`src/rtl/led_pkg.sv`:
```
// led_pkg: shared defaults and types for the led_scanner display driver.
// Optional blanking phase is compiled in with LED_SCAN_BLANK_EN.
package led_pkg;

  localparam int LED_DIGITS = 8;
  localparam int LED_SEG_W  = 8;

  typedef logic [LED_SEG_W-1:0] seg_t;

  typedef enum logic [1:0] {
    LOAD,
    SHOW,
    BLANK
  } scan_phase_t;

endpackage

```
`src/rtl/led_scan_prescaler.sv`:
```
// led_scan_prescaler: counts how long the current digit slot has been driven
// (DWELL cycles in SHOW, BLANK_CYC cycles in BLANK when LED_SCAN_BLANK_EN is
// defined) and flags the last cycle of the slot with slot_done.
module led_scan_prescaler
  import led_pkg::*;
#(
  parameter int DWELL     = 1024,
  parameter int BLANK_CYC = 16
) (
  input  logic        clk,
  input  logic        reset,
  input  scan_phase_t phase,
  output logic        slot_done
);

  localparam int MAX_CYC = (DWELL > BLANK_CYC) ? DWELL : BLANK_CYC;
  localparam int CNT_W   = $clog2(MAX_CYC + 1);

  logic [CNT_W-1:0] cnt;
  logic [CNT_W-1:0] limit;

`ifdef LED_SCAN_BLANK_EN
  assign limit = (phase == BLANK) ? CNT_W'(BLANK_CYC - 1) : CNT_W'(DWELL - 1);
`else
  assign limit = CNT_W'(DWELL - 1);
`endif

  // LOAD never counts: slot_done is ignored there and the counter is held at 0.
  assign slot_done = (phase != LOAD) && (cnt == limit);

  // Free-running slot counter, restarted at every phase or digit change.
  always_ff @(posedge clk) begin
    // NOTE: sequential state uses non-blocking assignments so every register
    // samples the pre-edge values, independent of statement order.
    if (reset) begin
      cnt <= '0;
    end else if (phase == LOAD || slot_done) begin
      cnt <= '0;
    end else begin
      cnt <= cnt + 1'b1;
    end
  end

endmodule

```
`src/rtl/led_scanner.sv`:
```
// led_scanner: time-multiplexed 7-segment driver. Snapshots DIGITS segment
// patterns once per frame and scans them onto one segment bus with a rotating
// one-hot digit select. Define LED_SCAN_BLANK_EN to insert a BLANK_CYC-long
// dark gap after every digit (anti-ghosting).
module led_scanner
  import led_pkg::*;
#(
  parameter int DIGITS    = LED_DIGITS,
  parameter int SEG_W     = LED_SEG_W,
  parameter int DWELL     = 1024,
  parameter int BLANK_CYC = 16
) (
  input  logic                    clk,
  input  logic                    reset,
  input  logic [DIGITS*SEG_W-1:0] seg_in,
  input  logic [DIGITS-1:0]       dig_en,
  output logic [SEG_W-1:0]        seg_out,
  output logic [DIGITS-1:0]       controll,
  output logic                    frame_tick
);

  localparam int                IDX_W = (DIGITS > 1) ? $clog2(DIGITS) : 1;
  localparam logic [IDX_W-1:0]  LAST  = IDX_W'(DIGITS - 1);

  scan_phase_t             phase, phase_nxt;
  logic [IDX_W-1:0]        idx, idx_nxt;
  logic                    load;
  logic                    slot_done;

  logic [DIGITS*SEG_W-1:0] buf_seg;
  logic [DIGITS-1:0]       buf_en;

  // Values the output registers are computed from on the next edge.
  logic [DIGITS*SEG_W-1:0] src_seg;
  logic [DIGITS-1:0]       src_en;
  logic                    show_nxt;
  logic [SEG_W-1:0]        seg_nxt;
  logic [DIGITS-1:0]       ctl_nxt;

  led_scan_prescaler #(
    .DWELL     (DWELL),
    .BLANK_CYC (BLANK_CYC)
  ) u_prescaler (
    .clk       (clk),
    .reset     (reset),
    .phase     (phase),
    .slot_done (slot_done)
  );

  // Phase FSM: a frame reload happens on the same edge that ends the last
  // digit's slot, so LOAD itself is only ever occupied after reset.
  always_comb begin
    // NOTE: every signal gets a default first so no path leaves it unassigned
    // and no latch is inferred.
    phase_nxt = phase;
    idx_nxt   = idx;
    load      = 1'b0;
    case (phase)
      LOAD: load = 1'b1;
      SHOW: begin
        if (slot_done) begin
`ifdef LED_SCAN_BLANK_EN
          phase_nxt = BLANK;
`else
          if (idx == LAST) load = 1'b1;
          else             idx_nxt = idx + 1'b1;
`endif
        end
      end
      BLANK: begin
        if (slot_done) begin
          if (idx == LAST) begin
            load = 1'b1;
          end else begin
            idx_nxt   = idx + 1'b1;
            phase_nxt = SHOW;
          end
        end
      end
      default: phase_nxt = LOAD;
    endcase
    if (load) begin
      phase_nxt = SHOW;
      idx_nxt   = '0;
    end
  end

  // Output values for the upcoming state; on a reload the fresh inputs are
  // used directly since the buffers capture them on that same edge.
  always_comb begin
    src_seg  = load ? seg_in : buf_seg;
    src_en   = load ? dig_en : buf_en;
    show_nxt = (phase_nxt == SHOW) && src_en[idx_nxt];
    seg_nxt  = show_nxt ? src_seg[idx_nxt*SEG_W +: SEG_W] : '0;
    ctl_nxt  = show_nxt ? (DIGITS'(1) << idx_nxt) : '0;
  end

  // State, frame buffers and registered pin drivers.
  always_ff @(posedge clk) begin
    if (reset) begin
      phase      <= LOAD;
      idx        <= '0;
      // NOTE: the frame buffers are cleared on reset so the design starts from
      // a known, dark snapshot rather than stale pattern data.
      buf_seg    <= '0;
      buf_en     <= '0;
      seg_out    <= '0;
      controll   <= '0;
      frame_tick <= 1'b0;
    end else begin
      phase      <= phase_nxt;
      idx        <= idx_nxt;
      if (load) begin
        buf_seg  <= seg_in;
        buf_en   <= dig_en;
      end
      seg_out    <= seg_nxt;
      controll   <= ctl_nxt;
      frame_tick <= load;
    end
  end

endmodule

```
`config.mk`:
```
export PLATFORM = sky130hd
export DESIGN_NAME = led_scanner
export DESIGN_NICKNAME = d
export VERILOG_FILES = /design/src/rtl/led_pkg.sv /design/src/rtl/led_scan_prescaler.sv /design/src/rtl/led_scanner.sv
export SDC_FILE = /design/constraint.sdc
export NUM_CORES = 1
export LEC_CHECK = 0
export BUFFER_PORTS_ARGS = -buffer_cell sky130_fd_sc_hd__clkbuf_2
export CORE_UTILIZATION = 35
export CTS_BUF_LIST = sky130_fd_sc_hd__clkbuf_4 sky130_fd_sc_hd__clkbuf_8
export CTS_CLUSTER_SIZE = 30
export DETAILED_ROUTE_END_ITERATION = 8
export GPL_TIMING_DRIVEN = 1
export SYNTH_ARGS = -nofsm -noshare
export SYNTH_HDL_FRONTEND = slang
export SYNTH_SLANG_ARGS = --single-unit
```
`constraint.sdc`:
```
create_clock -name clk -period 3.1 [get_ports clk]
set_clock_uncertainty 0.2 [all_clocks]
set_input_delay 0.465 -clock clk [delete_from_list [all_inputs] [get_ports clk]]
set_output_delay 0.465 -clock clk [all_outputs]
set_load 0.03 [all_outputs]
```
==> flow_summary_export.csv <==
group,metric,value,unit
place,gp_congestion,0.844,
outcome,status,"finished clean",
route,drt_iter0_drc,233,
synthesis,synth-seq-cells,105,
clocking,cts_tree,"yes",
critical_path,rr_worst_depth,10,
synthesis,yosys.area.top_type_share,47.0,%
synthesis,async_reset_ff_share,0,%
synthesis,ys_top_cells_by_area,"dfxtp_1 (47%), nand2_1 (13%), a21oi_1 (9.4%)",
die,rows,40,
critical_path,crit_fanout,6,
clocking,ctsHoldBuffers,0,
critical_path,timing.rr.start,"phase[1]$_SDFF_PP0_",
flow_run,drv_cap,0,
layout,drive_above_1_share,22.6,%
clocking,htreeDepth,3,
critical_path,cp-endpoint,"seg_out[6]$_SDFF_PP0_",
critical_path,start_kind,"register",
route,drc,0,
critical_path,critPathKind,"register to register",
sta,fin_crit_sh,96.4,%
die,die_w,115,um
grt,grt_first_pass_wirelength,18.8,mm
critical_path,rr_endpoint,"seg_out[6]$_SDFF_PP0_",
place,dp_hpwl,8.77,mm
synthesis,synthFlopType,"dfxtp_1",
clocking,cts.sinks,105,
die,dieArea,13200,um^2
sta,hold_slack,86.3,ps
layout,nets,717,
grt,antenna_found_initial,0,
clocking,cts_made_buffers,9,
sta,clock.fmax,335,MHz
critical_path,cp.required,3220,ps
synthesis,yosys.area.top_type,"dfxtp_1",
power,static-leakage-power,2.29,nW
die,start_util,36.5,%
route,routed_wirelength,11.9,mm
grt,overflow,0,
synthesis,synth_edf_count,0,
synthesis,synth_nets,631,
clocking,path_clk_slew,110,ps
sta,fin_ws,113,ps
sta,finalHoldViolCount,0,
critical_path,crit_start,"phase[1]$_SDFF_PP0_",
route,routed_via_density,4.96,
sta,setup_viol,0,
layout,area_delta_synth_final,20.3,%
sta,rsz0062_at_grt,"false",
critical_path,critPathCaptureType,"register",
sta,finalCriticalPeriod,2990,ps
grt,grtUsageTotal,18.6,%
synthesis,avgSynthCellArea,8.12,um^2
critical_path,ff2ff_setup_slack,110,ps
synthesis,netlist_area,4480,um^2
place,placedCellCount,788,
route,dr.pass1.iters,4,
synthesis,synth_most_common_cell,"nand2_1",
power,p_total,2.80,mW
route,wire_per_inst,14.7,um
layout,fill_cells,1231,
place,port_buffers,90,
die,num_io_pins,91,
die,core_area,12300,um^2
layout,antenna_cells,0,
clocking,cts_buffer_depth,2,
min_path,hp-class,"input port to register",
route,num_vias,4016,
sta,fin_setup_tns,0,ps
sta,maxSlewViolCount,0,
synthesis,synth.distinct_cells,47,
clocking,cts_root_buffer,"clkbuf_8",
synthesis,netlist_instances,551,
die,die_h,115,um
sta,tightest_slew,808,ps
grt,grt_max_degree,78,
layout,final_cells,810,
synthesis,synth_commonest_cells,"nand2_1 (155), dfxtp_1 (105), a21oi_1 (84), nor2_1 (36), mux2i_1 (28)",
grt,grt_pass1_vias,3739,
route,drtAntennaViolNets,0,
critical_path,worstPathArrival,3100,ps
synthesis,ys_warn_count,0,
power,power-per-cell-area,519,nW/um^2
place,dp_slack,-33.1,ps
synthesis,ys_seq_area_share,47.0,%
sta,max_slew_margin,46.2,%
power,ir_drop,0.000263,V
clocking,clk_latency,390,ps
## layer usage
metal / vias to the layer above / share of wire, % / global-route usage, %
li1: 2035 / - / -
met2: 101 / 46 / 29.6
met4: 0 / 1.6 / 7.01
met1: 1865 / 48 / 24.9
met5: - / 0 / 0
met3: 15 / 4.5 / 3.64
## critical path, stage by stage, from the launching register on
cell and delay [ps]:
dfxtp_2 360, inv_1 80, ha_1 270, and4b_2 260
and4_4 250, mux2_4 340, mux2_1 210, o32ai_1 80
or4_4 550, buf_2 190, o22ai_1 140
## worst min path at each step
stage,startpoint,endpoint,slack (ps),cells past startpoint
after global routing,seg_in[45],buf_seg[45]$_SDFF_PP0_,80,3
after floorplan,u_prescaler.cnt[0]$_SDFF_PP0_,u_prescaler.cnt[0]$_SDFF_PP0_,230,1
after global placement,buf_en[0]$_SDFF_PP0_,buf_en[0]$_SDFF_PP0_,240,2
after CTS,seg_in[40],buf_seg[40]$_SDFF_PP0_,80,3
after detailed placement,buf_seg[47]$_SDFF_PP0_,buf_seg[47]$_SDFF_PP0_,250,2
final,seg_in[40],buf_seg[40]$_SDFF_PP0_,90,3
## placed cells by master, fill, tap and decap left out, types with 2 or more instances in the layout
| master | count |
|---|---|
| nor3_1 | 5 |
| mux2_4 | 2 |
| nor2_1 | 35 |
| nand2b_1 | 4 |
| a221o_1 | 3 |
| and3_1 | 4 |
| xor2_1 | 5 |
| nand2_1 | 154 |
| mux2i_1 | 28 |
| a21oi_1 | 84 |
| nand3_1 | 8 |
| dfxtp_2 | 2 |
| dfxtp_1 | 103 |
| clkbuf_8 | 10 |
| a31oi_1 | 3 |
| o21ai_0 | 9 |
| a211oi_1 | 7 |
| o22ai_1 | 12 |
| xnor2_1 | 4 |
| inv_1 | 5 |
| clkinvlp_4 | 3 |
| ha_1 | 6 |
| clkbuf_2 | 90 |
| buf_12 | 2 |
| and2_1 | 3 |
| buf_4 | 21 |
## power by group
part	total [mW]	internal [mW]	switching (mW)
clock	0.813	0.327	0.486
sequential	1.50	1.45	0.0514
combinational	0.483	0.182	0.301
## stage by stage
stage	instance area (um^2)	utilization, %
after floorplan	4480	-
after global placement	5140	41.9
after detailed placement	5140	41.9
after CTS	5350	43.6
after global routing	5390	43.9
final	5390	43.9
## area by class of cell
class / instances / area, um^2 / area share, %
inverter: 5 / 18.8 / 0.348
multi-input combinational: 402 / 2210 / 41.1
tap: 168 / 210 / 3.90
clock buffer: 11 / 145 / 2.69
clock inverter: 5 / 40.0 / 0.743
timing repair buffer: 114 / 653 / 12.1
sequential: 105 / 2100 / 39.1
## logic make-up after synthesis
family	share of synthesized area, %
muxes	7.49
buffers and inverters	4.19
xor gates and xnor gates	2.38
AOI/OAI and AO/OA	16.3
adders and majority gates	1.68
DFF	47.0
and+or+nand+nor	21.0
## sequential cells by signal, indices dropped and copies added, names as in the netlist
signal,cells
buf_en,8
buf_seg,64
controll,8
frame_tick,1
idx,3
phase,2
seg_out,8
u_prescaler.cnt,11
## repair_timing
| action | in CTS | in global routing |
|---|---|---|
| gates cloned | 0 | 0 |
| setup buffers | 2 | 4 |
| pin swaps | 1 | 1 |
| setup endpoints to repair | 1 | 9 |
| resized for setup | 5 | 1 |
No activity file was read; power rests on OpenSTA's default activity.
